`config.mk`:
```
export PLATFORM = sky130hd
export DESIGN_NAME = ads1115_level_filter_flat
export DESIGN_NICKNAME = d
export VERILOG_FILES = /design/src/rtl/ads1115_level_filter_if.sv /design/src/rtl/ads1115_level_filter.sv /design/src/flat_wrapper.sv
export SDC_FILE = /design/constraint.sdc
export NUM_CORES = 1
export LEC_CHECK = 0
export ABC_AREA = 0
export CELL_PAD_IN_SITES_DETAIL_PLACEMENT = 0
export CELL_PAD_IN_SITES_GLOBAL_PLACEMENT = 1
export CORE_UTILIZATION = 30
export CTS_CLUSTER_SIZE = 14
export DETAILED_ROUTE_END_ITERATION = 10
export GPL_ROUTABILITY_DRIVEN = 0
export MAX_ROUTING_LAYER = met4
export PLACE_DENSITY = 0.55
export SLEW_MARGIN = 20
export SYNTH_ARGS = -nofsm -noshare
export SYNTH_HDL_FRONTEND = slang
export SYNTH_SLANG_ARGS = --single-unit
```
`constraint.sdc`:
```
create_clock -name clk -period 7.5 [get_ports clk]
set_clock_uncertainty 0.15 [all_clocks]
set_input_delay 1.125 -clock clk [delete_from_list [all_inputs] [get_ports clk]]
set_output_delay 1.125 -clock clk [all_outputs]
set_load 0.02 [all_outputs]
```
`src/rtl/ads1115_level_filter_if.sv`:
```
// ads1115_level_filter_if: sample-in / level-status bundle for ads1115_level_filter.
// Signals:
//   sample_in[15:0]  raw ADS1115 conversion (two's complement), qualified by sample_valid
//   sample_valid     one-cycle strobe, may be high every cycle
//   avg_out[15:0]    current window average
//   avg_valid        pulse when avg_out takes a full-window average
//   zone[1:0]        00 FAULT, 01 NORMAL, 10 HIGH
//   zone_change      pulse when zone changes
//   led_n[2:0]       active-low one-hot: [0] FAULT, [1] NORMAL, [2] HIGH
// master drives samples; slave is the filter.
interface ads1115_level_filter_if;
  logic [15:0] sample_in;
  logic        sample_valid;
  logic [15:0] avg_out;
  logic        avg_valid;
  logic [1:0]  zone;
  logic        zone_change;
  logic [2:0]  led_n;
  modport master (output sample_in, sample_valid, input avg_out, avg_valid, zone, zone_change, led_n);
  modport slave  (input sample_in, sample_valid, output avg_out, avg_valid, zone, zone_change, led_n);
endinterface

```
`src/rtl/ads1115_level_filter.sv`:
```
// ads1115_level_filter: power-of-two moving average of ADS1115 samples with FAULT/NORMAL/HIGH zoning and status LEDs.
// Ports:
//   clk    system clock
//   rst_n  asynchronous active-low reset
//   bus    ads1115_level_filter_if.slave (samples in; average, zone, LEDs out)
// Macro ADS_LEVEL_HYST_EN: when defined, zone transitions use the HYST margin;
// when undefined, zone is a pure function of the latest average.
module ads1115_level_filter #(
  parameter int          AVG_LOG2 = 3,
  parameter logic [15:0] LOW_TH   = 16'h0FA0,
  parameter logic [15:0] HIGH_TH  = 16'h59D8,
  parameter logic [15:0] OVER_TH  = 16'h7D00,
  parameter logic [15:0] HYST     = 16'h0100
) (
  input logic                   clk,
  input logic                   rst_n,
  ads1115_level_filter_if.slave bus
);
  localparam int N  = 1 << AVG_LOG2;
  localparam int SW = 16 + AVG_LOG2;
  localparam logic [AVG_LOG2:0] FULL = (AVG_LOG2 + 1)'(N);
`ifdef ADS_LEVEL_HYST_EN
  localparam logic [16:0] H = {1'b0, HYST};
`else
  // Margin forced to zero; HYST stays referenced so both builds share one parameter list.
  localparam logic [16:0] H = {1'b0, HYST & 16'h0000};
`endif
  // 17-bit thresholds so threshold +/- margin cannot wrap.
  localparam logic [16:0] LO = {1'b0, LOW_TH};
  localparam logic [16:0] HI = {1'b0, HIGH_TH};
  localparam logic [16:0] OV = {1'b0, OVER_TH};
  typedef enum logic [1:0] {FAULT = 2'b00, NORMAL = 2'b01, HIGH = 2'b10} zone_e;
  logic [15:0]         buf_q [N];
  logic [AVG_LOG2-1:0] wr_ptr_q;
  logic [AVG_LOG2:0]   fill_q, fill_d;
  logic [SW-1:0]       sum_q, sum_d;
  logic                full_q;
  logic [15:0]         avg_q;
  logic                avg_valid_q;
  zone_e               zone_q, zone_d;
  logic                zone_change_q;
  logic [2:0]          led_q;
  logic [15:0]         smp, evict;
  logic [16:0]         a;
  logic                flt;
  always_comb begin
    smp    = bus.sample_in[15] ? 16'h0000 : bus.sample_in;
    // Until the window is full the slot being overwritten holds stale data, not a window member.
    evict  = (fill_q == FULL) ? buf_q[wr_ptr_q] : 16'h0000;
    fill_d = (fill_q == FULL) ? fill_q : fill_q + 1'b1;
    sum_d  = sum_q + SW'(smp) - SW'(evict);
  end
  // Sample buffer deliberately has no reset; the fill count masks its contents.
  always_ff @(posedge clk)
    if (bus.sample_valid) buf_q[wr_ptr_q] <= smp;
  always_ff @(posedge clk or negedge rst_n)
    if (!rst_n) begin
      wr_ptr_q    <= '0;
      fill_q      <= '0;
      sum_q       <= '0;
      full_q      <= 1'b0;
      avg_q       <= 16'h0000;
      avg_valid_q <= 1'b0;
    end else begin
      if (bus.sample_valid) begin
        wr_ptr_q <= wr_ptr_q + 1'b1;
        fill_q   <= fill_d;
        sum_q    <= sum_d;
      end
      full_q      <= bus.sample_valid && fill_d == FULL;
      avg_valid_q <= full_q;
      if (full_q) avg_q <= sum_q[SW-1:AVG_LOG2];
    end
  always_comb begin
    a      = {1'b0, avg_q};
    flt    = a < LO || a > OV;
    zone_d = zone_q;
    if (avg_valid_q) begin
`ifdef ADS_LEVEL_HYST_EN
      case (zone_q)
        NORMAL:  zone_d = flt ? FAULT : (a > HI + H) ? HIGH : NORMAL;
        HIGH:    zone_d = flt ? FAULT : (a < HI - H) ? NORMAL : HIGH;
        default: zone_d = (a >= LO + H && a <= HI) ? NORMAL : (a > HI && a <= OV - H) ? HIGH : FAULT;
      endcase
`else
      zone_d = flt ? FAULT : (a > HI + H) ? HIGH : NORMAL;
`endif
    end
  end
  always_ff @(posedge clk or negedge rst_n)
    if (!rst_n) begin
      zone_q        <= FAULT;
      zone_change_q <= 1'b0;
      led_q         <= 3'b110;
    end else begin
      zone_q        <= zone_d;
      zone_change_q <= zone_d != zone_q;
      led_q         <= ~(3'b001 << zone_d);
    end
  assign bus.avg_out     = avg_q;
  assign bus.avg_valid   = avg_valid_q;
  assign bus.zone        = zone_q;
  assign bus.zone_change = zone_change_q;
  assign bus.led_n       = led_q;
endmodule
```
`src/flat_wrapper.sv`:
```
// flat-port wrapper written by rule: the top's interface ports become plain ports
module ads1115_level_filter_flat 
#(
  parameter int          AVG_LOG2 = 3,
  parameter logic [15:0] LOW_TH   = 16'h0FA0,
  parameter logic [15:0] HIGH_TH  = 16'h59D8,
  parameter logic [15:0] OVER_TH  = 16'h7D00,
  parameter logic [15:0] HYST     = 16'h0100
)
  (clk, rst_n, bus_sample_in, bus_sample_valid, bus_avg_out, bus_avg_valid, bus_zone, bus_zone_change, bus_led_n);
  ads1115_level_filter_if bus_i ();
  input logic clk;
  input logic rst_n;
  input wire logic [$bits(bus_i.sample_in)-1:0] bus_sample_in;
  input wire logic [$bits(bus_i.sample_valid)-1:0] bus_sample_valid;
  output wire logic [$bits(bus_i.avg_out)-1:0] bus_avg_out;
  output wire logic [$bits(bus_i.avg_valid)-1:0] bus_avg_valid;
  output wire logic [$bits(bus_i.zone)-1:0] bus_zone;
  output wire logic [$bits(bus_i.zone_change)-1:0] bus_zone_change;
  output wire logic [$bits(bus_i.led_n)-1:0] bus_led_n;
  assign bus_i.sample_in = bus_sample_in;
  assign bus_i.sample_valid = bus_sample_valid;
  assign bus_avg_out = bus_i.avg_out;
  assign bus_avg_valid = bus_i.avg_valid;
  assign bus_zone = bus_i.zone;
  assign bus_zone_change = bus_i.zone_change;
  assign bus_led_n = bus_i.led_n;
  ads1115_level_filter #(.AVG_LOG2(AVG_LOG2), .LOW_TH(LOW_TH), .HIGH_TH(HIGH_TH), .OVER_TH(OVER_TH), .HYST(HYST)) u_core (.clk(clk), .rst_n(rst_n), .bus(bus_i));
endmodule
```
=== Word-level counts from Yosys, hierarchy flattened ===
Memories as Yosys holds them, arrays and structs flattened.
Index checks and enable logic that the tools add are counted.
W data, S select, Z words.

* Input port bits: 19
* Memories kept: 1
* Logic and storage cells: 32
* Bits in registers: 50
* Output and inout port bits: 23
* Bits in writable memories: 120

{| class="wikitable"
|+ Memories
! name !! depth !! width !! rd ports !! clocked after memory_dff !! write ports !! RTL line !! text
|-
| u_core.buf_q || 8 || 15 || 1 || 0 || 1 || ads1115_level_filter.sv:33 || <nowiki>logic [15:0] buf_q [N];</nowiki>
|}

* $add $sub $neg: 4
* Shift-type cells: 1
* Mux-type cells: 8
* Eq/ne operators: 3
* Reductions and logical operators: 2
* Bitwise operators: 1
* $lt $le $gt $ge: 3

{| class="wikitable"
|+ Operators with widths
! cell !! number
|-
| $gt A16 B15 Y1 const B || 2
|-
| $add A19 B16 Y19 || 1
|-
| $sub A19 B16 Y19 || 1
|-
| $lt A16 B12 Y1 const B || 1
|-
| $mux W16 || 1
|-
| $mux W15 || 1
|-
| $eq A4 B4 Y1 const B || 2
|-
| $mux W2 || 3
|-
| $add A4 B1 Y4 const B || 1
|-
| $mux W4 || 1
|-
| $add A3 B1 Y3 const B || 1
|-
| $not A3 Y3 || 1
|-
| $shl A1 B2 Y3 const A || 1
|-
| $mux W1 || 2
|-
| $ne A2 B2 Y1 || 1
|-
| $logic_and A1 B1 Y1 || 1
|-
| $logic_or A1 B1 Y1 || 1
|}

=== Longest topological paths before layout ===
Gate-level depths: netlist (run 1).

* Word-level depth: 6
* Depth in mapped cells: 17
* Gate-level depth less buffers: 16

=== Least setup slack after synthesis (run 1) ===
No wires, ideal clock.

* Kind: register to register
* Start point: register u_core.wr_ptr_q[0]
* End point: register u_core.sum_q[18]
* Path buffers: 2
* Path slack: 2.852 ns
* Required time: 7.207 ns
* Cell stages (with the launch flop): 16
* Arrival time: 4.355 ns
* Library setup time: 0.143 ns
* Clock period less this slack: 4.648 ns
* Cells stage by stage: dfrtp_1 -> clkbuf_1 -> buf_1 -> mux4_2 -> mux2i_1 -> nor2_1 -> fa_1 -> inv_1 -> fa_1 -> a21oi_1 -> o211ai_1 -> o2111ai_1 -> a21oi_1 -> or4_1 -> o311ai_0 -> xor2_1

* Word-level cells in the longest chain between the ends: 3

{| class="wikitable"
|+ Ends and longest elaborated chain
! item !! RTL line !! text
|-
| start, declared || ads1115_level_filter.sv:34 || <nowiki>logic [AVG_LOG2-1:0] wr_ptr_q;</nowiki>
|-
| start signal, assigned || ads1115_level_filter.sv:66 || <nowiki>wr_ptr_q <= wr_ptr_q + 1'b1;</nowiki>
|-
| $mem_v2 Z8 W15 || n/a ||
|-
| $mux W16 || ads1115_level_filter.sv:49 || <nowiki>evict = (fill_q == FULL) ? buf_q[wr_ptr_q] : 16'h0000;</nowiki>
|-
| $sub A19 B16 Y19 || ads1115_level_filter.sv:51 || <nowiki>sum_d = sum_q + SW'(smp) - SW'(evict);</nowiki>
|-
| end signal, assigned || ads1115_level_filter.sv:68 || <nowiki>sum_q <= sum_d;</nowiki>
|-
| end, declared || ads1115_level_filter.sv:36 || <nowiki>logic [SW-1:0] sum_q, sum_d;</nowiki>
|}

No other way between the ends.
A chain may end at the register's enable or synchronous reset.

=== Worst setup path after layout (run 1) ===
Ends and elaborated chain as after synthesis.

==> flow_summary.json, run 1 <==
{
  "status": "finished, violations left",
  "violations": "DRC",
  "hold_start": "u_core.sum_q[18]$_DFFE_PN0P_",
  "async_reset_ff_share_pct": 29.4,
  "drtIter0Drc": 346,
  "synth.distinct_cells": 49,
  "clk_pin_slew_ns": 0.07,
  "relSlewSlack_pct": 27.7,
  "synth.top_cell.area_share_pct": 44.8,
  "cts_inserted_buffers": 17,
  "path_max_fanout": 19,
  "num_vias": 4571,
  "grt_pass1_vias": 4692,
  "ios": 42,
  "clockRootBuffer": "clkbuf_16",
  "synth-warning-count": 0,
  "reg2reg_to": "u_core.sum_q[18]$_DFFE_PN0P_",
  "fillCellCount": 2503,
  "path_buf_inv": 2,
  "ant_nets": 0,
  "r2r_start": "u_core.wr_ptr_q[0]$_DFFE_PN0P_",
  "drt_wl_total_um": 16800,
  "path_class": "reg -> reg",
  "p_per_area_nw_per_um2": 441,
  "io_buffer_count": 41,
  "h-tree-depth": 4,
  "coreArea_um2": 26200,
  "whs_endpoint": "u_core.sum_q[18]$_DFFE_PN0P_",
  "r2r_cells": 14,
  "post_cts_resized": 0,
  "ctsHoldBuffers": 0,
  "critPathTopFamily": "compound AO/OA/AOI/OAI gates",
  "rsz0062_at_grt": "false",
  "synth_cells": 573,
  "critPathArrivalTime_ns": 5.10,
  "end_kind": "flip-flop",
  "dr.pass1.iters": 7,
  "avgSynthCellArea_um2": 14.0,
  "highest_layer": "met4",
  "grt_max_degree": 51,
  "start_kind": "flip-flop",
  "crit_required_ns": 7.69,
  "met2_length_um": 8340,
  "drv_cap": 0,
  "syn_area_um2": 8040,
  "hold_depth": 1,
  "wl_per_cell_um": 17.4,
  "crit_chain": "buf_4 -> mux4_2 -> mux2i_1 -> nor2_1 -> fa_1 -> inv_1 -> ha_1 -> a21oi_1 -> o211ai_1 -> o2111ai_1 -> a21oi_1 -> or4_1 -> o311ai_0 -> xor2_1",
  "overflow": 0,
  "synth_top_area_cell": "edfxtp_1",
  "clk_latency_ns": 0.42,
  "grtUsageTotal_pct": 13.1,
  "critPathMaxStageDelay_ns": 0.81,
  "min_period_ns": 4.92,
  "max_freq_ghz": 0.203,
  "n_antenna_cell": 0,
  "dr_wl_met3_um": 634,
  "drive_above_1_share_pct": 16.4,
  "timing.reg2reg.setup_slack_ns": 2.58,
  "power_leakage_nw": 3.61,
  "grt_first_pass_wirelength_um": 26400,
  "min_path_type": "reg -> reg",
  "fin_crit_sh_pct": 65.6,
  "finalSetupViolations": 0,
  "final.setup.tns_ns": 0,
  "fp.dieW_um": 166,
  "cts_tree": "built",
  "antenna_found_initial": 0,
  "drt-met1-wl_um": 7720,
  "hold_violations": 0,
  "dp_hpwl_um": 11200,
  "crit_path_top_delay_cell": "dfrtp_2",
  "post_cts_buffers": 0,
  "ys_top_cells_by_area": "edfxtp_1 (45%), dfrtp_1 (15%), mux4_2 (8.4%)",
  "initial_core_util_pct": 30.7,
  "synth_flop_cell": "edfxtp_1",
  "p_total_mw": 4.15,
  "cp_common_cell": "a21oi_1",
  "rows": 59,
  "drc": 12,
  "nets": 672,
  "fp.dieH_um": 166,
  "worst_slew_pin_slew_ns": 1.08,
  "viasPerCell": 4.74,
  "clk_path_buf_depth": 2,
  "vdd_drop_max_v": 0.000131,
  "holdWs_ns": 0.321,
  "finalMaxSlewViolations": 0,
  "ys_seq_elements": 170,
  "synth_edf_count": 120,
  "ys_seq_area_share_pct": 60.4,
  "cts.sinks": 170,
  "areaGrowthSynthToFinish_pct": 16.9,
  "synth_nets": 629,
  "dieArea_um2": 27500
}
## cell usage in the layout, fill, tap and decap left out, types with 3 or more instances in the layout
master	instances
edfxtp_1	120
inv_1	67
dfrtp_1	47
clkdlybuf4s50_1	39
nand2_1	30
mux4_2	30
o21ai_0	29
nor2_1	26
ha_1	22
mux2i_1	21
a21oi_1	20
nand2b_1	18
mux2_2	18
clkbuf_16	17
fa_1	15
xor2_1	11
inv_6	8
nand4_1	6
nor2_2	6
xnor2_1	6
a31oi_1	5
nand3_1	5
o211ai_1	5
buf_4	5
or4_1	3
inv_8	3
## power by group
group          internal [mW]  switching (mW)  leakage (nW)
combinational          0.848            1.03          1.62
sequential              1.25           0.174          1.71
clock                  0.440           0.400         0.274
total                   2.54            1.61          3.61
## how the worst max path moves through the flow
stage	from	to	slack (ns)	depth (start not counted)
2_1_floorplan	u_core.wr_ptr_q[0]$_DFFE_PN0P_	u_core.sum_q[18]$_DFFE_PN0P_	2.85	15
4_1_cts	u_core.wr_ptr_q[0]$_DFFE_PN0P_	u_core.sum_q[18]$_DFFE_PN0P_	2.50	14
3_5_place_dp	bus_sample_in[15]	u_core.sum_q[18]$_DFFE_PN0P_	2.37	11
5_1_grt	u_core.wr_ptr_q[0]$_DFFE_PN0P_	u_core.sum_q[18]$_DFFE_PN0P_	2.21	14
3_3_place_gp	bus_sample_in[15]	u_core.sum_q[18]$_DFFE_PN0P_	2.39	12
6_report	u_core.wr_ptr_q[0]$_DFFE_PN0P_	u_core.sum_q[18]$_DFFE_PN0P_	2.58	14
## per-stage QoR
stage / std cells / setup WS (ns) / area (um2) / util [%]
finish: 964 / 2.58 / 9400 / 35.9
floorplan: 573 / 2.85 / 8040 / -
global route: 964 / 2.21 / 9400 / 35.9
detailed placement: 932 / 2.37 / 8850 / 33.8
global placement: 932 / 2.39 / 8850 / 33.8
CTS: 964 / 2.50 / 9400 / 35.9
## cells by family after synthesis
family,Yosys count,share of synthesized area (%)
flip-flops,170,60.4
AND/OR/NAND/NOR,114,7.05
buffers and inverters,89,4.17
AO/OA/AOI/OAI,76,5.67
multiplexers,69,13.5
adder cells (fa/ha/maj),38,7.30
XOR/XNOR,17,1.85
## metal layers
layer | vias up | GRT usage (%)
li1 | 2174 | -
met4 | 0 | 3.09
met1 | 2299 | 16.6
met3 | 11 | 2.72
met2 | 87 | 21.4
met5 | - | -
## Yosys cell counts, types with 2 or more instances
master / number
a21o_1: 2
dfstp_2: 2
or4_1: 3
o211ai_1: 5
a31oi_1: 5
clkbuf_1: 16
buf_1: 5
fa_1: 15
edfxtp_1: 120
inv_1: 67
a211oi_1: 2
or2_2: 2
mux2_2: 18
nor2b_1: 2
nand2_1: 30
o21ai_0: 29
xor2_1: 11
mux4_2: 30
nand4_1: 6
mux2i_1: 21
nand2b_1: 18
o21bai_1: 2
nor3b_1: 2
and3_1: 2
xnor2_1: 6
or3_1: 2
dfrtp_1: 48
a21oi_1: 20
nor3_1: 4
nor2_1: 32
nand3b_1: 2
ha_1: 22
a31o_2: 2
nand3_1: 5
## registers in the layout, indices dropped and copies added (netlist names)
name and cells:
u_core.buf_q 120, u_core.sum_q 19, u_core.bus.avg_out 16, u_core.fill_q 4
u_core.bus.led_n 3, u_core.wr_ptr_q 3, u_core.bus.zone 2, u_core.bus.avg_valid 1
u_core.bus.zone_change 1, u_core.full_q 1
## area by class of cell
| type | instances | area (um2) | share of cell area, % |
|---|---|---|---|
| Sequential cell | 170 | 4860 | 51.7 |
| Inverter | 67 | 251 | 2.68 |
| Timing Repair Buffer | 46 | 438 | 4.66 |
| Clock buffer | 19 | 433 | 4.60 |
| Multi-Input combinational cell | 314 | 2880 | 30.7 |
| Tap cell | 335 | 419 | 4.46 |
| Clock inverter | 13 | 118 | 1.25 |
Power figures use the tool's default switching activity.
==> run 2: changes to the inputs <==
- PLACE_DENSITY: 0.55 -> 0.57
- clock period: 7.5 -> 4.03 ns (I/O delays scaled with it)
==> run 2 against run 1 <==
  * The flow still finishes with violations (DRC)
  * Power grew 110%
  * Setup slack worse by 2.5 ns
  * Register-to-register slack lost 2.5 ns
  * Utilization grew 2.4 points
  * Largest power group unchanged
==> flow_summary.json, run 2 (synthesized netlist as in run 1, its figures left out) <==
{
  "status": "finished, violations left",
  "violations": "DRC",
  "final_common_cell": "edfxtp_1",
  "drt_wl_total_um": 17200,
  "overflow": 0,
  "drtIter0Drc": 259,
  "fp.dieW_um": 166,
  "wl_per_cell_um": 17.0,
  "largest_reg_flops": 120,
  "pwr-share-clk_pct": 19.0,
  "cts_tree": "built",
  "crit_chain": "buf_6 -> buf_12 -> mux4_2 -> mux2i_1 -> nor2_1 -> fa_1 -> inv_2 -> fa_2 -> a21oi_4 -> o211ai_1 -> o2111ai_2 -> a21oi_2 -> or4_4 -> o311ai_4 -> xor2_1",
  "min_path_type": "in -> async",
  "grt_first_pass_wirelength_um": 27600,
  "grt_max_degree": 44,
  "n_antenna_cell": 0,
  "drive_above_1_share_pct": 25.8,
  "crit_required_ns": 4.22,
  "num_vias": 4732,
  "final.setup.tns_ns": 0,
  "dr.pass1.iters": 7,
  "dp_hpwl_um": 12600,
  "fin_util_pct": 38.2,
  "cts_inserted_buffers": 17,
  "io_buffer_count": 41,
  "drc": 12,
  "vdd_drop_max_v": 0.000276,
  "cts.sinks": 170,
  "nets": 724,
  "ctsHoldBuffers": 0,
  "p_sw_share_pct": 37.1,
  "p_per_area_nw_per_um2": 857,
  "ios": 42,
  "initial_core_util_pct": 30.7,
  "worst_slew_pin_slew_ns": 0.663,
  "clk_pin_slew_ns": 0.07,
  "critPathMaxStageDelay_ns": 0.50,
  "crit_path_top_delay_cell": "or4_4",
  "p_switching_mw": 3.18,
  "fp.dieH_um": 166,
  "grt_pass1_vias": 4921,
  "viasPerCell": 4.66,
  "antenna_found_initial": 0,
  "end_kind": "flip-flop",
  "max_freq_ghz": 0.256,
  "finalMaxSlewViolations": 0,
  "dieArea_um2": 27500,
  "fillCellCount": 2472,
  "h-tree-depth": 4,
  "finalSetupViolations": 0,
  "hold_violations": 0,
  "pwr-share-seq_pct": 30.5,
  "final_cell_mix": "edfxtp_1 (120), inv_1 (63), buf_4 (49), dfrtp_1 (45), clkdlybuf4s50_1 (40)",
  "top_register": "u_core.buf_q",
  "grtUsageTotal_pct": 13.6,
  "areaGrowthSynthToFinish_pct": 24.6,
  "path_max_fanout": 3,
  "critPathArrivalTime_ns": 4.11,
  "min_period_ns": 3.91,
  "ant_nets": 0,
  "coreArea_um2": 26200,
  "clk_latency_ns": 0.42,
  "rows": 59,
  "p_comb_share_pct": 50.5,
  "p_int_mw": 5.40,
  "clk_path_buf_depth": 2,
  "start_kind": "flip-flop",
  "path_class": "reg -> reg",
  "clockRootBuffer": "clkbuf_16",
  "fin_crit_sh_pct": 97.1,
  "drv_cap": 0,
  "power_leakage_nw": 3.90,
  "rsz0062_at_grt": "true",
  "relSlewSlack_pct": 55.8
}
run 2: worst paths after layout:
path	startpoint	end	slack, ns	cells past startpoint
max in group asynchronous	rst_n	u_core.bus.led_n[1]$_DFF_PN1_	2.83	2
min reg2reg	u_core.sum_q[18]$_DFFE_PN0P_	u_core.sum_q[18]$_DFFE_PN0P_	0.33	1
max reg2reg	u_core.wr_ptr_q[0]$_DFFE_PN0P_	u_core.sum_q[18]$_DFFE_PN0P_	0.12	15
max	u_core.wr_ptr_q[0]$_DFFE_PN0P_	u_core.sum_q[18]$_DFFE_PN0P_	0.12	15
min in group clk	u_core.sum_q[18]$_DFFE_PN0P_	u_core.sum_q[18]$_DFFE_PN0P_	0.33	1
min	rst_n	u_core.fill_q[3]$_DFFE_PN0P_	0.06	1
run 2: repair_timing:
item / in CTS / in global routing
setup endpoints to repair: 7 / 5
setup buffers: 3 / 3
hold endpoints to repair: 0 / 0
pin swaps: 2 / 19
resized for setup: 11 / 39
run 2: critical path, delay by kind of cell, from the launching register on:
family | cells | cell delay, ns
xor gates and xnor gates | 1 | 0.17
AOI/OAI and AO/OA | 5 | 0.78
buffers and inverters | 3 | 0.28
DFF | 1 | 0.40
and+or+nand+nor | 2 | 0.58
muxes | 2 | 0.62
adders and majority gates | 2 | 0.86
run 2: per-stage QoR:
| step | instance area, um2 | setup WS, ns | hold slack (ns) | instances | power (mW) |
|---|---|---|---|---|---|
| 2_1_floorplan | 8060 | 0.00383 | 0.159 | 573 | 5.24 |
| 3_3_place_gp | 9170 | -0.232 | 0.315 | 978 | 6.51 |
| 3_5_place_dp | 9170 | -0.332 | 0.317 | 978 | 6.55 |
| 4_1_cts | 9810 | 0.00301 | 0.0702 | 1013 | 8.31 |
| 5_1_grt | 10000 | -0.0214 | 0.101 | 1016 | 9.21 |
| 6_report | 10000 | 0.118 | 0.0555 | 1016 | 8.58 |
run 2: power groups by stage:
stage          logic, mW  registers (mW)  clock network (mW)
6_report            4.33            2.62                1.63
3_3_place_gp        3.86            2.65                   0
3_5_place_dp        3.89            2.66                   0
4_1_cts             4.02            2.61                1.67
2_1_floorplan       2.57            2.66                   0
5_1_grt             4.80            2.67                1.74
run 2: cell type report:
class	count	area [um2]	area share, %
inverter	67	251	2.51
clock inverter	14	158	1.57
sequential	170	4860	48.5
timing repair buffer	98	876	8.74
multi-input combinational	314	3030	30.2
clock buffer	18	429	4.28
tap	335	419	4.18
run 2: metal layers:
layer  GRT usage, %  wire, um  vias to the layer above  part of all wire [%]
met3           3.23       501                       12                   2.9
met4           3.54       162                        0                  0.94
met2           21.7      8440                       67                    49
met5              -         0                        -                     0
met1           17.3      8130                     2380                    47
li1               -         -                     2273                     -
==> run 3: changes to the inputs <==
- MAX_ROUTING_LAYER: met4 -> default
- SETUP_SLACK_MARGIN: default -> 0.4
==> run 3 against run 2 <==
  * The run still ends with DRC left
  * Cell area up 1.9%
  * Sequential share of layout area is 0.92 points lower
  * Register-to-register slack got worse by 0.04 ns
  * Largest power group unchanged
  * Final cell count fell by 0.20%
  * Power grew 5.0%
==> flow_summary.json, run 3 (synthesized netlist as in run 1, its figures left out) <==
{
  "h-tree-depth": 4,
  "drive_above_1_share_pct": 27.7,
  "ios": 42,
  "cts_inserted_buffers": 17,
  "pwr-share-clk_pct": 18.9,
  "grtUsageTotal_pct": 13.3,
  "io_buffer_count": 41,
  "end_kind": "flip-flop",
  "dp_hpwl_um": 12200,
  "p_total_mw": 9.01,
  "path_max_fanout": 7,
  "final_cell_mix": "edfxtp_1 (120), inv_1 (63), dfrtp_1 (47), buf_4 (46), clkdlybuf4s50_1 (40)",
  "rsz0062_at_grt": "true",
  "drv_cap": 0,
  "grt_first_pass_wirelength_um": 27800,
  "cp_common_cell": "a21oi_2",
  "stdcell_area_um2": 10200,
  "antenna_found_initial": 0,
  "nets": 722,
  "finalSetupViolations": 0,
  "pwr-share-seq_pct": 28.8,
  "grt_pass1_vias": 5005,
  "worst_slew_pin_slew_ns": 0.847,
  "met2_length_um": 8650,
  "p_comb_share_pct": 52.4,
  "critPathTopFamily": "adder cells",
  "p_per_area_nw_per_um2": 883,
  "final.setup.tns_ns": 0,
  "vdd_drop_max_v": 0.000309,
  "critPathArrivalTime_ns": 4.15,
  "hold_violations": 0,
  "areaGrowthSynthToFinish_pct": 27.0,
  "p_sw_share_pct": 38.4,
  "grt_max_degree": 46,
  "ant_nets": 0,
  "min_path_type": "in -> async",
  "drt_wl_total_um": 17500,
  "viasPerCell": 4.71,
  "finalMaxSlewViolations": 0,
  "cts_tree": "built",
  "start_kind": "flip-flop",
  "fp.dieW_um": 166,
  "drtIter0Drc": 267,
  "place_area_um2": 9240,
  "crit_required_ns": 4.23,
  "fin_crit_sh_pct": 98.0,
  "dr.pass1.iters": 9,
  "status": "finished, violations left",
  "clk_pin_slew_ns": 0.08,
  "fp.dieH_um": 166,
  "dr_wl_met3_um": 595,
  "critPathMaxStageDelay_ns": 0.52,
  "largest_reg_flops": 120,
  "p_int_mw": 5.55,
  "num_vias": 4780,
  "final_common_cell": "edfxtp_1",
  "crit_path_top_delay_cell": "or4_4",
  "rows": 59,
  "dieArea_um2": 27500,
  "top_register": "u_core.buf_q",
  "drt-met1-wl_um": 8000,
  "p_switching_mw": 3.46,
  "dp_cells": 973,
  "crit_chain": "clkbuf_16 -> mux4_2 -> mux2i_1 -> nor2_1 -> fa_1 -> inv_2 -> fa_2 -> a21oi_2 -> o211ai_1 -> o2111ai_2 -> a21oi_2 -> or4_4 -> o311ai_4 -> xor2_1",
  "path_class": "reg -> reg",
  "max_freq_ghz": 0.253,
  "relSlewSlack_pct": 43.4,
  "violations": "DRC",
  "clockRootBuffer": "clkbuf_16",
  "highest_layer": "met4",
  "initial_core_util_pct": 30.7,
  "cts.sinks": 170,
  "drc": 14,
  "n_antenna_cell": 0,
  "clk_path_buf_depth": 2,
  "path_buf_inv": 2,
  "coreArea_um2": 26200,
  "wl_per_cell_um": 17.2,
  "overflow": 0,
  "fin_cells": 1014,
  "ctsHoldBuffers": 0,
  "clk_latency_ns": 0.44,
  "power_leakage_nw": 3.95,
  "min_period_ns": 3.95
}
==> run 3: changes by cell type in the layout (fill, tap and decap cells not counted), sizes merged <==
cell,previous run,this run
inv,73,77
buf,58,55
clkinvlp,2,0
bufinv,2,0
clkinv,4,5
==> run 3: timing repair <==
item | CTS | global route
gates resized for setup | 2 | 52
setup endpoints to repair | 9 | 13
gates cloned | 0 | 1
pin swaps | 2 | 27
setup buffers | 1 | 7
==> run 3: worst paths after layout <==
| check | from | to | slack [ns] | cells after the start |
|---|---|---|---|---|
| min reg2reg | u_core.sum_q[18]$_DFFE_PN0P_ | u_core.sum_q[18]$_DFFE_PN0P_ | 0.33 | 1 |
| max | u_core.wr_ptr_q[0]$_DFFE_PN0P_ | u_core.sum_q[18]$_DFFE_PN0P_ | 0.08 | 14 |
| max reg2reg | u_core.wr_ptr_q[0]$_DFFE_PN0P_ | u_core.sum_q[18]$_DFFE_PN0P_ | 0.08 | 14 |
| min | rst_n | u_core.fill_q[2]$_DFFE_PN0P_ | 0.01 | 1 |
| max in group asynchronous | rst_n | u_core.sum_q[18]$_DFFE_PN0P_ | 3.12 | 2 |
| min in group clk | u_core.sum_q[18]$_DFFE_PN0P_ | u_core.sum_q[18]$_DFFE_PN0P_ | 0.33 | 1 |
==> run 3: per-stage QoR <==
step | hold WS [ns] | worst slack [ns] | util (%)
after global routing | 0.0546 | -0.101 | 38.9
after floorplan | 0.159 | 0.301 | -
final | 0.0142 | 0.0810 | 38.9
after detailed placement | 0.312 | 0.0391 | 35.2
after CTS | 0.228 | 0.0651 | 37.7
after global placement | 0.313 | 0.0606 | 35.2
==> run 3: metal layers <==
layer / vias to the layer above / GRT usage, %
li1: 2274 / -
met3: 16 / 2.63
met4: 0 / 4.55
met5: - / 0
met1: 2408 / 17.2
met2: 82 / 22.3
==> run 3: area by class of cell <==
class | count | area, um2
Timing Repair Buffer | 96 | 932
Fill cell | 2376 | 16000
Clock buffer | 17 | 425
Tap cell | 335 | 419
Multi-Input combinational cell | 314 | 3120
Inverter | 67 | 251
Clock inverter | 15 | 199
Sequential cell | 170 | 4860
==> run 3: power by group through the flow <==
stage                     Sequential, mW  Clock [mW]  Combinational, mW
after floorplan                     2.66           0               2.72
after global placement              2.61           0               4.03
after detailed placement            2.63           0               4.04
after CTS                           2.59        1.75               4.10
after global routing                2.65        1.81               5.19
final                               2.59        1.70               4.72
